--- src/rtl/fetch_unit_pkg.sv ---
// Shared fetch/decode definitions: address width, control-flow opcodes,
// and the fetch state encoding.
package fetch_unit_pkg;

  localparam int ADDR_W = 4;
  localparam int INST_W = 16;

  localparam logic [3:0] OP_JMP = 4'b1000;
  localparam logic [3:0] OP_BR  = 4'b1100;

  typedef enum logic {
    FETCH   = 1'b0,
    WAIT_BR = 1'b1
  } fetch_state_t;

  // Opcode field of an instruction word.
  function automatic logic [3:0] inst_opcode(input logic [INST_W-1:0] inst);
    return inst[15:12];
  endfunction

  // Branch/jump target field of an instruction word.
  function automatic logic [ADDR_W-1:0] inst_target(input logic [INST_W-1:0] inst);
    return inst[11:8];
  endfunction

endpackage

--- src/rtl/fetch_unit.sv ---
// Instruction fetch stage. Folds jmp in place, forwards br to decode and
// stalls until execute resolves it, and hands instructions to decode via a
// valid/ready handshake with one-cycle latency.
module fetch_unit
  import fetch_unit_pkg::*;
#(
  parameter logic [ADDR_W-1:0] RESET_PC = 4'd0
) (
  input  logic              clk,
  input  logic              rst_n,
  output logic [ADDR_W-1:0] rom_addr,
  input  logic [INST_W-1:0] rom_data,
  output logic [INST_W-1:0] inst_out,
  output logic [ADDR_W-1:0] inst_pc,
  output logic              inst_valid,
  input  logic              inst_ready,
  input  logic              br_resolved,
  input  logic              br_taken,
  output logic              fetch_stall
);

  fetch_state_t      state;
  logic [ADDR_W-1:0] pc;
  logic [ADDR_W-1:0] br_target;
  logic [ADDR_W-1:0] br_fall;

  logic              fetch_en;
  logic              accept;
  logic [3:0]        opcode;
  logic [ADDR_W-1:0] target;
  logic [ADDR_W-1:0] pc_inc;

  assign rom_addr = pc;
  assign opcode   = inst_opcode(rom_data);
  assign target   = inst_target(rom_data);
  assign pc_inc   = pc + 1'b1;  // 4-bit add wraps 15 -> 0

  // A fetch may happen only when the output slot is empty or being drained.
  assign accept   = inst_valid && inst_ready;
  assign fetch_en = (state == FETCH) && (!inst_valid || inst_ready);

  // PC, output slot, branch bookkeeping and FSM state.
  // NOTE: every register here, including the branch latches, is reset so a
  // reset in WAIT_BR leaves no stale branch behind; non-blocking assignments
  // keep all updates in this block using pre-edge values.
  always_ff @(posedge clk or negedge rst_n) begin
    if (!rst_n) begin
      state       <= FETCH;
      pc          <= RESET_PC;
      inst_out    <= '0;
      inst_pc     <= '0;
      inst_valid  <= 1'b0;
      br_target   <= '0;
      br_fall     <= '0;
      fetch_stall <= 1'b0;
    end else begin
      case (state)
        FETCH: begin
          // br_resolved is deliberately ignored here.
          if (fetch_en) begin
            case (opcode)
              OP_JMP: begin
                // Folded: redirect and emit nothing; the slot drains if accepted.
                pc         <= target;
                inst_valid <= 1'b0;
              end
              OP_BR: begin
                inst_out    <= rom_data;
                inst_pc     <= pc;
                inst_valid  <= 1'b1;
                br_target   <= target;
                br_fall     <= pc_inc;
                state       <= WAIT_BR;
                fetch_stall <= 1'b1;
              end
              default: begin
                inst_out   <= rom_data;
                inst_pc    <= pc;
                inst_valid <= 1'b1;
                pc         <= pc_inc;
              end
            endcase
          end
        end
        WAIT_BR: begin
          // The forwarded br drains independently of resolution.
          if (accept) begin
            inst_valid <= 1'b0;
          end
          if (br_resolved) begin
            pc          <= br_taken ? br_target : br_fall;
            state       <= FETCH;
            fetch_stall <= 1'b0;
          end
        end
        default: begin
          state       <= FETCH;
          fetch_stall <= 1'b0;
        end
      endcase
    end
  end

endmodule

--- config.mk ---
export PLATFORM = sky130hd
export DESIGN_NAME = fetch_unit
export DESIGN_NICKNAME = d
export VERILOG_FILES = /design/src/rtl/fetch_unit_pkg.sv /design/src/rtl/fetch_unit.sv
export SDC_FILE = /design/constraint.sdc
export NUM_CORES = 1
export LEC_CHECK = 0
export ABC_AREA = 1
export ABC_CLOCK_PERIOD_IN_PS = 1550
export BUFFER_PORTS_ARGS = -buffer_cell sky130_fd_sc_hd__buf_4
export CORE_MARGIN = 1
export CORE_UTILIZATION = 45
export CTS_CLUSTER_DIAMETER = 60
export CTS_CLUSTER_SIZE = 10
export DETAILED_ROUTE_END_ITERATION = 10
export PLACE_DENSITY = 0.71
export SETUP_SLACK_MARGIN = 0.1
export SLEW_MARGIN = 10
export SYNTH_ARGS = -nofsm -noshare
export SYNTH_HDL_FRONTEND = slang
export SYNTH_SLANG_ARGS = --single-unit
--- constraint.sdc ---
create_clock -name clk -period 1.55 [get_ports clk]
set_clock_uncertainty 0.2 [all_clocks]
set_input_delay 0.2325 -clock clk [delete_from_list [all_inputs] [get_ports clk]]
set_output_delay 0.2325 -clock clk [all_outputs]
set_load 0.03 [all_outputs]
# Word level (Yosys, flattened, before mapping)
# Cells that the tools add are included.
classes:
  add_sub_neg: 1
  eq_ne: 7
  n_mux: 17
  bitwise: 2
  n_reduce_logical: 9
op_table:
  columns: ["cell", "count"]
  rows:
  - ["$pmux W4 S2", 2]
  - ["$mux W4", 3]
  - ["$reduce_and A3 Y1", 4]
  - ["$mux W1", 9]
  - ["$eq A4 B4 Y1 const B", 2]
  - ["$ne A2 B2 Y1 const B", 3]
  - ["$pmux W1 S2", 3]
  - ["$add A4 B1 Y4 const B", 1]
  - ["$ne A2 B1 Y1 const B", 2]
  - ["$logic_and A1 B1 Y1", 2]
  - ["$not A1 Y1", 2]
  - ["$reduce_and A2 Y1", 1]
  - ["$logic_not A1 Y1", 1]
  - ["$logic_or A1 B1 Y1", 1]
word_totals:
  ff_bits: 35
  in_bits: 21
  out_inout_bits: 26
  elab_cells: 44

# Depth between registers and ports, before layout
depth:
  word_depth: 5
  mapped_depth: 8
  depth_no_buf: 7

# Least setup slack after synthesis
# OpenSTA, ideal clock, no wires.
synth_path:
  path_type: "reg2reg"
  startpoint: "register pc[0] (netlist: rom_addr[0])"
  endpoint: "register pc[2] (netlist: rom_addr[2])"
  setup_ns: 0.077
  t_arrival_ns: 1.214
  t_required_ns: 1.273
  slack_ns: 0.059
  stages_incl_launch_ff: 8
  path_buffers: 0
  period_less_slack_ns: 1.491
  path_cell_list: "dfrtp_1 > ha_1 > inv_1 > nand2_1 > nand2_1 > nand2_1 > nand3_1 > a21oi_1"
synth_via:
  elab_chain_len: 4
synth_rtl:
  columns: ["element", "line", "text"]
  rows:
  - ["start: declaration", "fetch_unit.sv:23", "logic [ADDR_W-1:0] pc;"]
  - ["start signal: assignment", "fetch_unit.sv:64", "pc <= target;"]
  - ["start signal: assignment", "fetch_unit.sv:80", "pc <= pc_inc;"]
  - ["start signal: assignment", "fetch_unit.sv:91", "pc <= br_taken ? br_target : br_fall;"]
  - ["$add A4 B1 Y4", "fetch_unit.sv:36", "assign pc_inc = pc + 1'b1;"]
  - ["$pmux W4 S2", "fetch_unit.sv:61", "case (opcode)"]
  - ["$mux W4", "fetch_unit.sv:60", "if (fetch_en) begin"]
  - ["$pmux W4 S2", "fetch_unit.sv:57", "case (state)"]
# No other way between the ends. The select of a mux whose other input is x is not followed.
# A chain may end at the register's enable or synchronous reset.

# Final worst setup path
# Ends and elaborated chain as after synthesis.

==> summary by stage <==
Layout
The post-route non-filler standard cell count is 304. In the final layout, the share of cells above drive strength 1 is approximately 34%. The total number of nets in the final design is 280.

The area growth from synthesis to layout is 41.6%. With fillers left out, the area of the finished cells amounts to 2260 µm². The number of antenna diodes in the final layout is 0.

Timing
The number of max-slew violations in the final report was 0. The slew at the pin closest to its max-slew limit is ~0.44 ns. Hold timing on the final database bottoms out at a slack of -0.00136 ns. Setup repair after global routing could not meet its margin everywhere. The minimum setup slack in the final design is around 0.090 ns. The final cycle utilization of the critical path is a little over nine tenths. In this run the tightest slew margin relative to its limit is a little over two thirds. For this run, the top clock speed supported by timing is slightly below 0.7 GHz.

The number of setup violations in the final report is 0. After routing, the total negative slack on setup checks comes to 0 ns. The final count of hold timing violations is 1. The minimum period implied by the final worst setup slack is between 1 and 1.5 ns.

Placement
Counting tap cells, the placed design contains a total of 277 instances. Once detailed placement completed, the half-perimeter wirelength came to roughly 2500 µm. The placer's final routability congestion estimate is about 0.84. Timing analysis after detailed placement gives a worst setup slack of approximately 0.075 ns. The count of input and output buffers is 46. Once placement finished, the instance area stood at 1990 µm².

Route
The post-detailed-route via-to-cell ratio is 4.98. The detailed router finished its first iteration with 108 violations. The first detailed-routing pass ran for 4 iterations. The routed layout has about 1500 vias. For this run, design rule violations remaining after detail routing come to 0. The routed wire length is a little over 4000 µm.

The post-detailed-route count of antenna-violating nets is 0. The per-cell routed wire length is about 13 µm.

Worst setup path
The slowest stage of the critical path is the sky130_fd_sc_hd__dfrtp_2 cell. The largest driver fanout on the critical path is 2. The worst reg2reg path depth is 7. The worst setup path is launched from a register. The cell that appears most often on the critical path is sky130_fd_sc_hd__nand2_1.

Data on the critical path is required at its endpoint by around 1.6 ns. STA classifies the critical path endpoint as a register. The endpoint of the most critical register-to-register path is rom_addr[2]. In this design, the stage delay of the slowest critical-path cell is between 0.4 and 0.5 ns.

The cell family contributing the most delay on the critical path is flip-flops. Data on the critical path arrives at its endpoint at approximately 1.5 ns. The number of buffer and inverter instances along the worst setup path is 1. The critical path goes through buf_4 -> ha_1 -> nand2_1 -> nand2_2 -> nand2_1 -> nand3_1 -> a21oi_2. The setup slack of the worst register-to-register path is 0.09 ns. The path length in cells of the critical path is 7. The critical path is of the reg -> reg type.

In this run the critical register-to-register path is launched from rom_addr[0].

Hold path
The instance count along the most critical hold path is 3. The tightest min-delay check is of the in -> reg type. The origin of the worst min-delay path is rom_data[8].

For hold timing, the worst endpoint is br_target[0].

Yosys
The share of the synthesized area in the top cell type is a little over half. The most used flip-flop cell after synthesis is sky130_fd_sc_hd__dfrtp_1. The cell taking the most area after synthesis is sky130_fd_sc_hd__dfrtp_1. The post-synthesis instance area is around 1600 µm². Yosys printed 0 warnings. The sequential fraction of the synthesis area is between 50% and 60%. Among all cell types in the netlist, the one instantiated most often is sky130_fd_sc_hd__nand2_1. Yosys mapped a number of flops with a built-in enable equal to 0. Synthesis handed over a netlist of approximately 190 instances.

In the synthesized netlist, the cells that appear most often are sky130_fd_sc_hd__nand2_1 (59), sky130_fd_sc_hd__dfrtp_1 (35), sky130_fd_sc_hd__nand3_1 (22). The proportion of register bits with asynchronous set or reset after synthesis is 100%. Synthesis produced a netlist with a net count of about 210. In the post-synthesis netlist, the biggest area contributors are sky130_fd_sc_hd__dfrtp_1 (55%), sky130_fd_sc_hd__nand2_1 (14%), sky130_fd_sc_hd__nand3_1 (6.9%), sky130_fd_sc_hd__o21ai_2 (3.8%), sky130_fd_sc_hd__o21ai_0 (3.8%). The distinct cell type count after synthesis is 18. The synthesized area per cell is 8.60 µm².

The synthesized design contains 35 register bits.

Status
The checks that failed: hold timing. The flow ran to the end, but the final reports show violations.

Pwr
The switching power summed over all nets is around 0.0014 W. Of the total power, the share spent switching nets is between 40% and 50%. The total internal power is between 0.002 and 0.0025 W. The share of total power dissipated in combinational logic is between 40% and 50%. For this design the ratio of total power to cell area is roughly 1500 nW/µm².

The part of the total power dissipated in sequential elements is 39.1%. The proportion of power drawn by the clock network is 14.8%. The power after layout is 0.00344 W. VDD sags by at most ~0.0011 V. The leakage component of the power is roughly 1.2 nW.

Global routing
The first global-routing pass estimated ~6000 µm of wire. The largest net degree at the start of global routing is 36. The number of global-route vias before repair came to between 1000 and 1500. Global routing used between 20% and 30% of the available tracks. The initial antenna violation count is 0. Summed over all layers, the global routing overflow is 0.

Run
Across the run, the number of max-cap violations was 0.

Floorplan
The initial cell density of the core is a little under half. 47 I/O pins were placed. The area inside the core boundary is approximately 3400 µm². The overall die area is 3800 µm². The site row count is 21. The horizontal extent of the die is 61.6 µm. The die outline height is 61.6 µm.

Clocking
The cell sitting at the root of the clock tree is a sky130_fd_sc_hd__clkbuf_4. For the worst-skew pair, the clock arrives at the later sink with an insertion delay of ~0.34 ns. The total clock sinks is 35. After clock tree synthesis, the clock-pin slew on the worst setup and hold paths is approximately 0.11 ns.

TritonCTS built the clock tree. The H-tree depth is 2. The longest clock path from root to sink contains 2 buffers.

In this run, CTS created clock tree buffers numbering 5.
metrics by stage:
step                hold WS, ns  utilization, %
global route             0.0247            67.3
detailed placement      0.00923            59.2
floorplan                -0.263               -
finish                 -0.00136            67.3
CTS                     0.00530            66.6
global placement        0.00931            59.2
layer usage:
| layer | wire length [µm] | share of wire [%] | global-route usage (%) |
|---|---|---|---|
| met1 | 1800 | 44 | 32.3 |
| met4 | 40 | 0.98 | 5.71 |
| met2 | 1980 | 49 | 34.7 |
| met5 | 0 | 0 | 0 |
| met3 | 255 | 6.3 | 6.30 |
power groups by stage:
stage	registers, W	clock network [W]	logic, W
after global routing	0.00138	0.000554	0.00172
final	0.00135	0.000510	0.00159
after CTS	0.00134	0.000517	0.00150
after detailed placement	0.00135	0	0.00136
after global placement	0.00134	0	0.00136
after floorplan	0.00170	0	0.000485
sequential cells by signal (all words and copies together), names as in the netlist:
| name | flops |
|---|---|
| state | 1 |
| fetch_stall | 1 |
| rom_addr | 4 |
| inst_out | 16 |
| inst_pc | 4 |
| inst_valid | 1 |
| br_target | 4 |
| br_fall | 4 |
area by class of cell:
class,count,area (µm²)
timing repair buffer,70,576
clock inverter,1,5.00
multi-input combinational,130,633
inverter,16,62.6
sequential,35,880
clock buffer,6,51.3
fill,291,1100
tap,46,57.6
tightest hold or removal path, stage by stage:
cell and delay, ns:
sky130_fd_sc_hd__buf_4 0.08, sky130_fd_sc_hd__inv_1 0.07, sky130_fd_sc_hd__o21ai_2 0.13
timing repair:
action | in CTS | in global routing
gates resized for setup | 6 | 6
hold buffers | 14 | 0
pin swaps | 1 | 1
endpoints found under the hold margin | 49 | 0
buffers inserted | 4 | 2
setup endpoints to repair | 12 | 25
how the worst max path moves through the flow:
stage	end	startpoint	slack, ns
after floorplan	rom_addr[2]	rom_addr[1]	0.11
after global placement	br_target[1]	state	0.09
after detailed placement	br_target[1]	state	0.08
after CTS	rom_addr[1]	rom_addr[0]	0.09
after global routing	br_target[2]	state	0.02
final	rom_addr[2]	rom_addr[0]	0.09
layout by cell type (no fill, tap or decap), types with 4 or more instances in the layout:
cell type,netlist,final
sky130_fd_sc_hd__a21oi_1,8,7
sky130_fd_sc_hd__buf_4,0,52
sky130_fd_sc_hd__buf_6,3,4
sky130_fd_sc_hd__clkbuf_4,0,5
sky130_fd_sc_hd__dfrtp_1,35,32
sky130_fd_sc_hd__dlygate4sd3_1,0,14
sky130_fd_sc_hd__inv_1,13,12
sky130_fd_sc_hd__nand2_1,59,55
sky130_fd_sc_hd__nand2_2,2,6
sky130_fd_sc_hd__nand3_1,22,22
sky130_fd_sc_hd__nor2_1,13,13
sky130_fd_sc_hd__o21ai_0,12,12
sky130_fd_sc_hd__o21ai_2,7,7
logic make-up after synthesis:
| group | synth area share, % |
|---|---|
| flops | 54.8 |
| simple gates | 27.5 |
| compound gates | 10.5 |
| fa+ha+maj | 0.782 |
| buf+inv | 6.49 |
(Power assumes the default switching activity.)
